File: config.mk
export PLATFORM = sky130hd
export DESIGN_NAME = tone_generator
export DESIGN_NICKNAME = d
export VERILOG_FILES = /design/src/rtl/tone_pkg.sv /design/src/rtl/tone_shaper.sv /design/src/rtl/tone_generator.sv
export SDC_FILE = /design/constraint.sdc
export NUM_CORES = 1
export LEC_CHECK = 0
export CAP_MARGIN = 20
export CORE_MARGIN = 2
export CORE_UTILIZATION = 45
export CTS_CLUSTER_DIAMETER = 40
export DETAILED_ROUTE_END_ITERATION = 10
export SYNTH_ARGS = -nofsm -noshare
export SYNTH_HDL_FRONTEND = slang
export SYNTH_HIERARCHICAL = 1
export SYNTH_SLANG_ARGS = --single-unit
File: constraint.sdc
create_clock -name clk -period 7.4 [get_ports clk]
set_input_delay 1.48 -clock clk [delete_from_list [all_inputs] [get_ports clk]]
set_output_delay 1.48 -clock clk [all_outputs]
set_load 0.01 [all_outputs]
File: src/rtl/tone_pkg.sv
// Shared constants, FSM state type and amplitude clamp for the triangle tone generator.
package tone_pkg;
  localparam logic [15:0] ZERO_POINT = 16'd32768;
  localparam logic [15:0] AMP_MAX    = 16'd32767;

  typedef enum logic {IDLE, RUN} tone_state_t;

  function automatic logic [15:0] clamp_amp(input logic [15:0] a);
    return (a > AMP_MAX) ? AMP_MAX : a;
  endfunction
endpackage

File: src/rtl/tone_shaper.sv
// Combinational triangle shaper: folds the phase MSBs into a signed ramp,
// scales by amplitude and re-centres on ZERO_POINT.
module tone_shaper import tone_pkg::*; (
  input  logic [15:0] p,
  input  logic [15:0] amplitude,
  output logic [15:0] duty_cycle
);
  logic signed [18:0] p2;
  logic signed [18:0] t;
  logic signed [16:0] s;
  logic signed [16:0] a;
  logic signed [32:0] prod;
  logic signed [32:0] y;

  assign p2 = signed'({2'b00, p, 1'b0});
  assign a  = signed'({1'b0, amplitude});

  always_comb begin
    t = '0;
    if (p < 16'd16384)      t = p2;
    else if (p < 16'd49152) t = 19'sd65536 - p2;
    else                    t = p2 - 19'sd131072;
    // only the peak p == 16384 exceeds the positive range
    s    = (t > 19'sd32767) ? 17'sd32767 : 17'(t);
    prod = 33'(s) * 33'(a);
    y    = prod >>> 15;
    // y stays within -32767..32766, so a 16-bit wrap-add gives the offset form
    duty_cycle = 16'(y) + ZERO_POINT;
  end
endmodule

File: src/rtl/tone_generator.sv
// Triangle-wave sample source: IDLE/RUN FSM, sample divider, phase accumulator
// and registered outputs. Define TONE_GEN_BURST_EN for burst_len / burst_done.
module tone_generator import tone_pkg::*; #(
  parameter int SAMPLE_DIV = 1024,
  parameter int PHASE_W    = 24
) (
  input  logic               clk,
  input  logic               rst_n,
  input  logic               start,
  input  logic               stop,
  input  logic [PHASE_W-1:0] phase_inc,
  input  logic [15:0]        amplitude,
`ifdef TONE_GEN_BURST_EN
  input  logic [7:0]         burst_len,
  output logic               burst_done,
`endif
  output logic               busy,
  output logic [15:0]        duty_cycle,
  output logic               duty_cycle_vld,
  output logic               cycle_done
);
  localparam int DIV_W = (SAMPLE_DIV > 1) ? $clog2(SAMPLE_DIV) : 1;

  tone_state_t        state;
  logic [DIV_W-1:0]   div;
  logic [PHASE_W-1:0] phase;
  logic [PHASE_W-1:0] inc_q;
  logic [15:0]        amp_q;
  logic [PHASE_W:0]   phase_sum;
  logic [15:0]        shaped;
  logic               tc;
  logic               burst_hit;

  assign tc        = (div == DIV_W'(SAMPLE_DIV - 1));
  assign phase_sum = {1'b0, phase} + {1'b0, inc_q};
  assign busy      = (state == RUN);

  tone_shaper u_shaper (
    .p          (phase[PHASE_W-1 -: 16]),
    .amplitude  (amp_q),
    .duty_cycle (shaped)
  );

`ifdef TONE_GEN_BURST_EN
  logic [7:0] burst_len_q;
  logic [7:0] periods;
  assign burst_hit = (burst_len_q != 8'd0) && (periods == burst_len_q);

  always_ff @(posedge clk or negedge rst_n) begin
    if (!rst_n) begin
      burst_len_q <= '0;
      periods     <= '0;
      burst_done  <= 1'b0;
    end else begin
      burst_done <= 1'b0;
      if (state == IDLE) begin
        if (start && !stop) begin
          burst_len_q <= burst_len;
          periods     <= '0;
        end
      end else if (stop) begin
        periods <= '0;
      end else if (burst_hit) begin
        burst_done <= 1'b1;
      end else if (tc) begin
        periods <= periods + 8'(phase_sum[PHASE_W]);
      end
    end
  end
`else
  assign burst_hit = 1'b0;
`endif

  always_ff @(posedge clk or negedge rst_n) begin
    if (!rst_n) begin
      state          <= IDLE;
      div            <= '0;
      phase          <= '0;
      inc_q          <= '0;
      amp_q          <= '0;
      duty_cycle     <= ZERO_POINT;
      duty_cycle_vld <= 1'b0;
      cycle_done     <= 1'b0;
    end else begin
      duty_cycle_vld <= 1'b0;
      cycle_done     <= 1'b0;
      case (state)
        IDLE: begin
          if (start && !stop) begin
            state <= RUN;
            inc_q <= phase_inc;
            amp_q <= clamp_amp(amplitude);
            phase <= '0;
            div   <= '0;
          end
        end
        RUN: begin
          // stop beats a same-cycle strobe; burst end follows the final strobe
          if (stop || burst_hit) begin
            state      <= IDLE;
            div        <= '0;
            duty_cycle <= ZERO_POINT;
          end else begin
            div <= tc ? '0 : div + 1'b1;
            if (tc) begin
              duty_cycle     <= shaped;
              duty_cycle_vld <= 1'b1;
              phase          <= phase_sum[PHASE_W-1:0];
              cycle_done     <= phase_sum[PHASE_W];
            end
          end
        end
        default: state <= IDLE;
      endcase
    end
  end
endmodule

# Yosys cells after proc, flatten, opt, wreduce, memory -nomap -nowiden
# Index checks and enable logic that the tools add are counted.
# Widths: inputs -> output; s select.
classes:
  bitwise_logic: 1
  addsub: 5
  n_mux: 23
  eq_ne: 4
  magnitude_cmp: 4
  reduce_logical: 6
  mul: 1
ops:
  columns: ["cell", "n"]
  rows:
  - ["$mux 24", 3]
  - ["$mux 16", 3]
  - ["$pmux 24 s2", 1]
  - ["$mux 19", 2]
  - ["$mul 17x17->31", 1]
  - ["$mux 10", 3]
  - ["$add 24x24->25", 1]
  - ["$pmux 10 s2", 1]
  - ["$gt 19x16->1 const B", 1]
  - ["$sub 17x18->19 const B", 1]
  - ["$sub 17x17->18 const A", 1]
  - ["$mux 17", 1]
  - ["$add 16x16->16 const B", 1]
  - ["$gt 16x15->1 const B", 1]
  - ["$lt 16x15->1 const B", 1]
  - ["$lt 16x16->1 const B", 1]
  - ["$add 10x1->10 const B", 1]
  - ["$eq 10x10->1 const B", 1]
  - ["$mux 1", 8]
  - ["$ne 2x2->1 const B", 2]
  - ["$reduce_and 2->1", 2]
  - ["$reduce_and 3->1", 1]
  - ["$ne 2x1->1 const B", 1]
  - ["$pmux 1 s2", 1]
  - ["4 further kinds", 4]
totals:
  output_inout_bits: 19
  register_bits: 93
  word_cells: 52
  in_bits: 44

# Depth between registers and ports, before layout
# Gate-level depths: netlist of the first run.
depth:
  word_depth: 9
  mapped_depth: 31
  ltp_nobuf: 29

# Modules after synthesis
# Netlist of the first run, hierarchy kept.
by_module_without_submodules:
  columns: ["module", "seq_area_each_um2", "instances", "area_each_um2", "cells_each"]
  rows:
  - ["tone_shaper", 0.0, 1, 10208.5, 1144]
  - ["tone_generator", 2328.5, 1, 4842.1, 521]

# Worst setup path after synthesis of the first run
# OpenSTA, ideal clock, no wires.
synth_timing:
  path_kind: "reg-to-reg"
  startpoint: "register phase[9]"
  endpoint: "register duty_cycle[14]"
  path_slack_ps: 209
  t_required_ps: 7279
  setup_time_ps: 121
  arrival_ps: 7070
  period_less_slack_ps: 7191
  path_stages_with_launch: 28
  n_path_buf: 2
  cell_sequence: "dfrtp_1 > inv_1 > ha_1 > or3b_4 > nor3_4 > nand3_2 > a21o_4 > buf_12 > nand2_2 > buf_4 > nand2_1 > fa_1 > fa_1 > fa_1 > inv_1 > fa_1 > fa_1 > inv_1 > fa_1 > inv_1 > ha_1 > a211oi_1 > nor2_1 > a2bb2oi_1 > o31ai_4 > a21oi_2 > o41a_2 > a22o_1"
synth_via:
  elab_chain_len: 9
  elab_cells_between_ends: 12
  cone_classes: "add/sub: 3; mul: 1; order compare: 3; mux: 5"
synth_rtl:
  columns: ["item", "line_no", "rtl"]
  rows:
  - ["from (decl)", "tone_generator.sv:26", "logic [PHASE_W-1:0] phase;"]
  - ["from (signal assigned)", "tone_generator.sv:108", "phase <= phase_sum[PHASE_W-1:0];"]
  - ["$sub 17x18->19, or another cell as far along", "tone_shaper.sv:22", "else t = p2 - 19'sd131072;"]
  - ["$mux 19", "tone_shaper.sv:21", "else if (p < 16'd49152) t = 19'sd65536 - p2;"]
  - ["$mux 19 *", "tone_shaper.sv:20", "if (p < 16'd16384) t = p2;"]
  - ["$gt 19x16->1", "tone_shaper.sv:24", "s = (t > 19'sd32767) ? 17'sd32767 : 17'(t);"]
  - ["$mux 17 *", "tone_shaper.sv:24", null]
  - ["$mul 17x17->31 *", "tone_shaper.sv:25", "prod = 33'(s) * 33'(a);"]
  - ["$add 16x16->16 *", "tone_shaper.sv:28", "duty_cycle = 16'(y) + ZERO_POINT;"]
  - ["named net shaped[14]", "tone_generator.sv:30", "logic [15:0] shaped;"]
  - ["$mux 16 *", "tone_generator.sv:105", "if (tc) begin"]
  - ["$mux 16 *", "tone_generator.sv:99", "if (stop || burst_hit) begin"]
  - ["to (signal assigned)", "tone_generator.sv:106", "duty_cycle <= shaped;"]
  - ["to (decl)", "tone_generator.sv:18", "output logic [15:0] duty_cycle,"]
# The timed path passes the listed nets; every way through them passes the cells marked *. The select of a mux whose other input is x is not followed.
# A chain may end at the register's enable or synchronous reset.

# Worst setup path after layout of the first run
layout_timing:
  startpoint: "register phase[8]"
  endpoint: "register duty_cycle[14]"
# The elaborated chain is that of the path after synthesis.

==> summary.txt, run 1 <==
Clock Skew = 0.0130 ns
share of layout cells above drive strength 1 = 12.1%
delay-heaviest family, CP = adder cells
Post-Synth Adder-Cell Area = 43.0%
Tot GR Track Use = 22.3%
final hold viol count = 0
Die Ht = 187 um
M3 GR Usage = 2.91%
Post-Synth Simple-Gate Area = 17.8%
vias post-DR = 11,294
number of global-route vias before repair = 12,334
final setup fails = 0
Tightest Pin Transition = 1.01 ns
grt met2 use = 39.6%
clock tree buffer depth = 2
CTS tree = done
Synth area leaders = fa_1 34%, dfrtp_1 15%, ha_1 8.6%
Post-Synth XOR/XNOR Area = 3.58%
Tot Pwr = 1.31 mW
Synth cell types = 81
final wirelength = 36,900 um
kind of critical path = reg -> reg
Initial Util = 46.0%
antenna violations before repair = 0
grt ovf = 0
RSZ-0062 raised after global routing = yes
crit path time final = 7.36 ns
Buf/Inv on CP = 6
average vias per placed instance = 5.11
fmax = 136 MHz
post-synthesis cell count = 1,665
final instance area = 17,200 um2
period utilization = 99.5%
Crit path top cell by count = fa_1
Compound-Gate Fraction of Synth Area = 9.39%
clock-pin slew on the worst setup and hold paths = 0.07 ns
DR pass1 iterations = 5
Port Buffer Count = 62
Synth area leader = fa_1
CP max stage cell = fa_1
total CTS buffers = 9
max capacitance violation total = 0
first-pass GRT wire length = 62,400 um
die width = 187 um
type of the most critical hold path = reg -> reg
antenna fix cells = 0
HPWL Detailed = 29,000 um
most frequent cell after synthesis = inv_1
first-iteration detailed-routing DRC count = 514
Seq/Total Area, Yosys = 15.5%
pin count of the biggest net entering global routing = 57
Synth warnings = 6
Slew Limit Fails = 0
net count after synthesis = 2,071
cell row count = 66
full die area = 34,900 um2
post-synthesis mux area share = 0%
CTS sink cnt = 93
Post-synth EDFFs = 0
list of most frequent post-synthesis cells = 336 x inv_1, 259 x nand2_1, 258 x fa_1
I/O pins = 63
Synth top area share = 34.3%
Pleak = 8.74 nW
Hold Buf Count CTS = 0
pre-CTS setup slack = -0.160 ns
DR DRC count = 0
biggest cell delay along the critical path = 0.58 ns
CP arrival = 7.62 ns
core area = 32,700 um2
Async SR Flop Fraction = 100%
status = complete, no violations
critical-path maximum fanout = 4
largest family of logic cells by synthesized area = adder cells
Detail Route Antenna Nets = 0
Synth Register Bits = 93
final worst slack = 0.0353 ns
grt met1 use = 28.3%
# nets final = 2,171
Top FF cell, synth = dfrtp_1
Max VDD drop = 0.0943 mV
WP data required = 7.66 ns
slew margin rel. = 33.0%
RePlAce Congestion = 0.880
Worst-Skew Late Latency = 0.37 ns
global route hottest layer = met2
H-tree depth = 3
Worst Setup End Kind = register
Synth Area per Inst = 9.04 um2
Cell Pwr Density = 75.8 nW/um2
FILL cells = 3,175
Syn Std Cell Area = 15,100 um2
startpoint types = register
area grow syn2layout = 14.5%
Post-DP Area = 16,400 um2
DR WL/cell = 16.7 um
clock root buffer = clkbuf_16
placed cells by master (no fill, tap or decap), types with 4 or more instances in the layout:
cell type          n
fa_2               7
buf_6              6
a31o_2             4
o21ai_0           18
ha_1              93
o31ai_1           12
ha_4              11
clkbuf_16          9
nor3_1             9
nand2_4            9
nor2_1            59
o21ai_1           24
clkdlybuf4s50_1   61
xnor2_1           29
buf_4             82
inv_2             15
a21oi_2            4
a21o_1            16
o21a_1             8
nand2_2            8
and3_1            12
xor2_1            28
a22o_1            16
a21oi_1           48
nand2_1          254
nand3_1           30
a31oi_1            7
inv_1            322
nor2_2             5
and2_4             4
o21ai_2            4
a211oi_2           5
fa_1             251
dfrtp_1           92
nand4_1           10
and2_1           122
repair_timing:
action / in CTS / in global routing
setup buffers: 7 / 8
endpoints found under the setup margin: 6 / 13
pin swaps: 15 / 39
resized for setup: 9 / 84
cloned: 1 / 1
worst paths after layout:
path                                  end  cells past startpoint  slack (ns)  startpoint
hold reg to reg                  inc_q[4]                      2        0.48    inc_q[4]
hold / removal                   inc_q[4]                      2        0.48    inc_q[4]
max in group asynchronous   duty_cycle[3]                      2        5.19       rst_n
setup / recovery           duty_cycle[14]                     27        0.04    phase[8]
setup reg to reg           duty_cycle[14]                     27        0.04    phase[8]
min in group asynchronous        phase[3]                      1        1.09       rst_n
layer usage:
metal | vias up | part of all wire, %
met4 | 0 | 2.7
met2 | 180 | 50
met1 | 5724 | 43
met3 | 51 | 3.4
met5 | - | 0
li1 | 5339 | -
area by class of cell:
| class | instances | area (um2) | area share [%] |
|---|---|---|---|
| sequential | 93 | 2330 | 13.5 |
| clock inverter | 5 | 38.8 | 0.225 |
| tap | 442 | 553 | 3.21 |
| clock buffer | 11 | 253 | 1.47 |
| inverter | 337 | 1260 | 7.34 |
| timing repair buffer | 149 | 1290 | 7.51 |
| multi-input combinational | 1175 | 11500 | 66.7 |
per-stage QoR:
| step | hold slack [ns] | std cells | util [%] | setup TNS, ns |
|---|---|---|---|---|
| floorplan | 0.450 | 1665 | - | 0 |
| global placement | 0.466 | 2179 | 50.2 | -0.0792 |
| detailed placement | 0.471 | 2179 | 50.2 | -0.284 |
| CTS | 0.490 | 2203 | 51.4 | 0 |
| global route | 0.508 | 2212 | 52.7 | -1.47 |
| finish | 0.480 | 2212 | 52.7 | 0 |
sequential cells by signal, summed over array words and instances (netlist names):
signal,count
inc_q,24
amp_q,16
busy,1
phase,24
duty_cycle,16
div,10
duty_cycle_vld,1
cycle_done,1
tightest hold or removal path, cell delays in order, from the launching register on:
cell and delay [ns]:
dfrtp_1 0.35, nand2_1 0.05, nand2_1 0.05
where the power goes:
part,internal [mW],switching [mW],total [mW]
clock network,0.251,0.234,0.485
registers,0.542,0.0650,0.607
logic,0.0819,0.131,0.213
kinds of logic (layout without fill, tap and decap cells):
logic type | Yosys count | in the layout
adders and majority gates | 362 | 362
DFF | 93 | 93
AOI/OAI and AO/OA | 201 | 202
buffers and inverters | 399 | 502
and+or+nand+nor | 550 | 551
xor gates and xnor gates | 60 | 60
No activity file was read; power rests on OpenSTA's default activity.
==> run 2: changes to the inputs <==
--- a/config.mk
+++ b/config.mk
@@ -6,11 +6,15 @@
 export NUM_CORES = 1
 export LEC_CHECK = 0
 export CAP_MARGIN = 20
+export CELL_PAD_IN_SITES_DETAIL_PLACEMENT = 1
+export CELL_PAD_IN_SITES_GLOBAL_PLACEMENT = 1
 export CORE_MARGIN = 2
 export CORE_UTILIZATION = 45
 export CTS_CLUSTER_DIAMETER = 40
 export DETAILED_ROUTE_END_ITERATION = 10
+export PLACE_DENSITY_LB_ADDON = 0.1
 export SYNTH_ARGS = -nofsm -noshare
 export SYNTH_HDL_FRONTEND = slang
 export SYNTH_HIERARCHICAL = 1
 export SYNTH_SLANG_ARGS = --single-unit
+export TNS_END_PERCENT = 10
==> summary.txt, run 2 (synthesis results as in run 1) <==
status = complete, but fails checks
failing checks = negative setup slack
Tot GR Track Use = 26.3%
startpoint types = register
average vias per placed instance = 5.28
final worst slack = -0.0631 ns
fmax = 134 MHz
final setup fails = 4
cell row count = 66
Detail Route Antenna Nets = 0
fin util = 53.5%
Pleak = 8.83 nW
area grow syn2layout = 16.3%
final hold viol count = 0
Worst-Skew Late Latency = 0.37 ns
Tightest Pin Transition = 0.916 ns
antenna fix cells = 0
Tot Pwr = 1.35 mW
full die area = 34,900 um2
crit path time final = 7.46 ns
biggest cell delay along the critical path = 0.54 ns
CP max stage cell = fa_1
share of layout cells above drive strength 1 = 12.9%
period utilization = 101%
dpl cells = 2,190
CP arrival = 7.77 ns
total CTS buffers = 9
Worst Setup End Kind = register
Crit path top cell by count = fa_1
most frequent cells in the layout = 331 x inv_1, 254 x fa_1, 251 x nand2_1
antenna violations before repair = 3
H-tree depth = 3
DR DRC count = 0
DR WL/cell = 19.9 um
type of the most critical hold path = reg -> reg
I/O pins = 63
clock-pin slew on the worst setup and hold paths = 0.08 ns
max capacitance violation total = 0
DR pass1 iterations = 5
CTS tree = done
slew margin rel. = 38.9%
Max VDD drop = 0.125 mV
Initial Util = 46.0%
Die Ht = 187 um
vias post-DR = 11,753
largest registers = inc_q: 24 flops, phase: 24 flops
die width = 187 um
core area = 32,700 um2
pre-CTS setup slack = -0.187 ns
critical-path maximum fanout = 5
most common library cell in the layout ignoring fill and taps = inv_1
HPWL Detailed = 35,100 um
Slew Limit Fails = 0
FILL cells = 3,822
Cell Pwr Density = 76.9 nW/um2
clock tree buffer depth = 2
Clock Skew = 0.0122 ns
pin count of the biggest net entering global routing = 57
WP data required = 7.71 ns
Port Buffer Count = 62
clock root buffer = clkbuf_16
final wirelength = 44,400 um
first-iteration detailed-routing DRC count = 520
first-pass GRT wire length = 71,600 um
grt ovf = 0
kind of critical path = reg -> reg
number of global-route vias before repair = 13,351
RePlAce Congestion = 0.877
# nets final = 2,183
final cell count without fillers = 2,224
CTS sink cnt = 93
RSZ-0062 raised after global routing = yes
run 2: cell count changes in the layout (fill, tap and decap cells not counted), sizes merged:
cell      change
buf          +13
inv           -2
bufinv        +1
clkbuf        -1
clkinv        +1
clkinvlp      +1
nand2         -1
run 2: report_power, final:
part | switching (mW) | internal [mW]
clock | 0.240 | 0.278
sequential | 0.0823 | 0.542
combinational | 0.124 | 0.0803
run 2: cell type report:
cell class | instances | area, um2 | share of cell area, %
Inverter | 337 | 1260 | 7.23
Timing Repair Buffer | 162 | 1430 | 8.15
Tap cell | 442 | 553 | 3.16
Sequential cell | 93 | 2330 | 13.3
Multi-Input combinational cell | 1174 | 11600 | 66.3
Clock buffer | 10 | 239 | 1.37
Clock inverter | 6 | 82.6 | 0.472
run 2: worst paths after layout:
kind	startpoint	endpoint	slack (ns)	cells after the start
worst max-delay path	phase[8]	duty_cycle[7]	-0.06	29
worst min-delay path	duty_cycle[15]	duty_cycle[15]	0.47	2
max in group asynchronous	rst_n	duty_cycle[3]	5.16	2
worst min register to register	duty_cycle[15]	duty_cycle[15]	0.47	2
min in group asynchronous	rst_n	inc_q[5]	1.12	1
worst max register to register	phase[8]	duty_cycle[7]	-0.06	29
run 2: worst max-delay path: cells and delay by family (launching register included):
| family | cells | cell delay, ns |
|---|---|---|
| adders and majority gates | 8 | 3.44 |
| xor gates and xnor gates | 1 | 0.21 |
| DFF | 1 | 0.41 |
| and+or+nand+nor | 7 | 1.60 |
| AOI/OAI and AO/OA | 6 | 1.05 |
| buffers and inverters | 7 | 0.69 |
run 2: repair_timing:
action	in CTS	in global routing
hold buffers	0	0
cloned	1	0
pin swaps	4	58
gates resized for setup	14	88
hold endpoints to repair	0	0
setup buffers	2	15
setup endpoints to repair	10	15
run 2: through the flow:
step | hold slack [ns] | instance area [um2] | setup TNS, ns
floorplan | 0.450 | 15100 | 0
global placement | 0.456 | 16500 | -0.0101
detailed placement | 0.461 | 16500 | -1.10
CTS | 0.476 | 16900 | -0.252
global route | 0.501 | 17500 | -3.12
finish | 0.470 | 17500 | -0.125
run 2: routing by layer:
metal  track usage, %  wire, um  vias to the layer above
li1                 -         -                     5344
met1             34.0     19000                     6127
met2             46.1     22400                      221
met3             3.58      1910                       59
met4             7.42      1090                        2
met5                0        13                        -
==> run 3: changes to the inputs <==
--- a/config.mk
+++ b/config.mk
@@ -12,6 +12,7 @@
 export CORE_UTILIZATION = 45
 export CTS_CLUSTER_DIAMETER = 40
 export DETAILED_ROUTE_END_ITERATION = 10
+export DONT_BUFFER_PORTS = 1
 export PLACE_DENSITY_LB_ADDON = 0.1
 export SYNTH_ARGS = -nofsm -noshare
 export SYNTH_HDL_FRONTEND = slang
==> summary.txt, run 3 (synthesis results as in run 1) <==
status = complete, but fails checks
failing checks = negative setup slack
pin count of the biggest net entering global routing = 94
kind of critical path = reg -> reg
Detail Route Antenna Nets = 0
reg2reg path depth = 28
vias post-DR = 11,205
full die area = 34,900 um2
Crit path top cell by count = fa_1
grt met1 use = 33.8%
Initial Util = 46.0%
slew margin rel. = 30.0%
number of global-route vias before repair = 12,771
Tightest Pin Transition = 1.05 ns
Cell Pwr Density = 74.2 nW/um2
Max VDD drop = 0.134 mV
fmax = 134 MHz
antenna violations before repair = 1
core area = 32,700 um2
M3 GR Usage = 3.13%
biggest cell delay along the critical path = 0.53 ns
Die Ht = 187 um
Tot GR Track Use = 25.3%
first-pass GRT wire length = 69,400 um
WP data required = 7.64 ns
Port Buffer Count = 0
Clock Skew = 0.00985 ns
largest registers = inc_q: 24 flops, phase: 24 flops
clock root buffer = clkbuf_16
total CTS buffers = 9
min-delay src = inc_q[5]
Hold Buf Count CTS = 0
WHS Endpoint = inc_q[5]
clock-pin slew on the worst setup and hold paths = 0.07 ns
CP max stage cell = fa_1
reg2reg setup slack = -0.04 ns
final hold viol count = 0
grt ovf = 0
most frequent cells in the layout = 325 x inv_1, 254 x fa_1, 252 x nand2_1
grt met2 use = 44.0%
Critical R2R Launch = phase[8]
RSZ-0062 raised after global routing = yes
CP arrival = 7.68 ns
final wirelength = 41,900 um
Post-DP Area = 15,900 um2
RePlAce Congestion = 0.860
final worst slack = -0.0368 ns
cell row count = 66
DR WL/cell = 19.4 um
first-iteration detailed-routing DRC count = 441
# nets final = 2,120
Hold Path Cell Cnt = 2
antenna fix cells = 0
DR pass1 iterations = 5
Worst-Skew Late Latency = 0.36 ns
global route hottest layer = met2
pre-CTS setup slack = -0.336 ns
final setup fails = 2
reg-to-reg endpoint = duty_cycle[14]
Tot Pwr = 1.24 mW
final instance area = 16,800 um2
CTS sink cnt = 93
average vias per placed instance = 5.19
CTS tree = done
area grow syn2layout = 11.4%
FILL cells = 3,823
type of the most critical hold path = reg -> reg
most common library cell in the layout ignoring fill and taps = inv_1
max capacitance violation total = 0
startpoint types = register
die width = 187 um
DR DRC count = 0
Worst Setup End Kind = register
Pleak = 8.60 nW
share of layout cells above drive strength 1 = 12.7%
crit path time final = 7.44 ns
HPWL Detailed = 34,100 um
period utilization = 100%
H-tree depth = 3
critical-path maximum fanout = 5
Slew Limit Fails = 0
I/O pins = 63
clock tree buffer depth = 2
run 3: cell count changes in the layout (fill, tap and decap cells not counted), sizes merged:
cell / delta
bufinv: -1
buf: -3
nand2: +1
clkbuf: +1
clkdlybuf4s50: -61
run 3: worst max-delay path by stage:
stage / startpoint / endpoint / slack (ns) / depth (start not counted)
after detailed placement: phase[9] / duty_cycle[14] / -0.34 / 27
after floorplan: phase[9] / duty_cycle[14] / 0.21 / 27
final: phase[8] / duty_cycle[14] / -0.04 / 28
after global routing: phase[8] / duty_cycle[13] / -0.31 / 32
after CTS: phase[9] / duty_cycle[14] / 0.002 / 27
after global placement: phase[8] / duty_cycle[12] / -0.06 / 27
run 3: per-stage QoR:
step	util, %	std cells	hold WS, ns	setup TNS (ns)
3_3_place_gp	48.6	2126	0.467	-0.254
3_5_place_dp	48.6	2126	0.476	-2.70
4_1_cts	50.4	2152	0.495	0
6_report	51.3	2161	0.490	-0.0395
5_1_grt	51.3	2161	0.517	-2.70
2_1_floorplan	-	1665	0.450	0
run 3: metal layers:
metal  up-vias  wire length (um)
met5         -                 0
met4         0               804
met3        46              1410
met2       161             21200
met1      5768             18500
li1       5230                 -
run 3: what timing repair did:
item | in CTS | in global routing
gates cloned | 2 | 0
pin swaps | 22 | 44
setup buffers | 9 | 9
endpoints found under the setup margin | 15 | 15
resized for setup | 46 | 45
run 3: critical path, delay by kind of cell, from the launching register on:
| kind | cells | cell delay (ns) |
|---|---|---|
| compound gates | 6 | 1.56 |
| xor+xnor | 1 | 0.19 |
| fa+ha+maj | 8 | 3.39 |
| buf+inv | 6 | 0.48 |
| flops | 1 | 0.39 |
| simple gates | 7 | 1.31 |
run 3: cell type report:
cell class / instances / area, um2 / share of cell area, %
multi-input combinational: 1175 / 11500 / 68.7
timing repair buffer: 98 / 807 / 4.81
tap: 442 / 553 / 3.30
clock inverter: 5 / 45.0 / 0.269
inverter: 337 / 1260 / 7.55
sequential: 93 / 2330 / 13.9
clock buffer: 11 / 243 / 1.45
run 3: power by group:
part           switching [mW]  total (mW)  internal [mW]  leakage, nW
logic                  0.0923       0.150         0.0579         7.26
clock network           0.218       0.460          0.241        0.138
registers              0.0929       0.635          0.542         1.20
total                   0.403        1.24          0.841         8.60
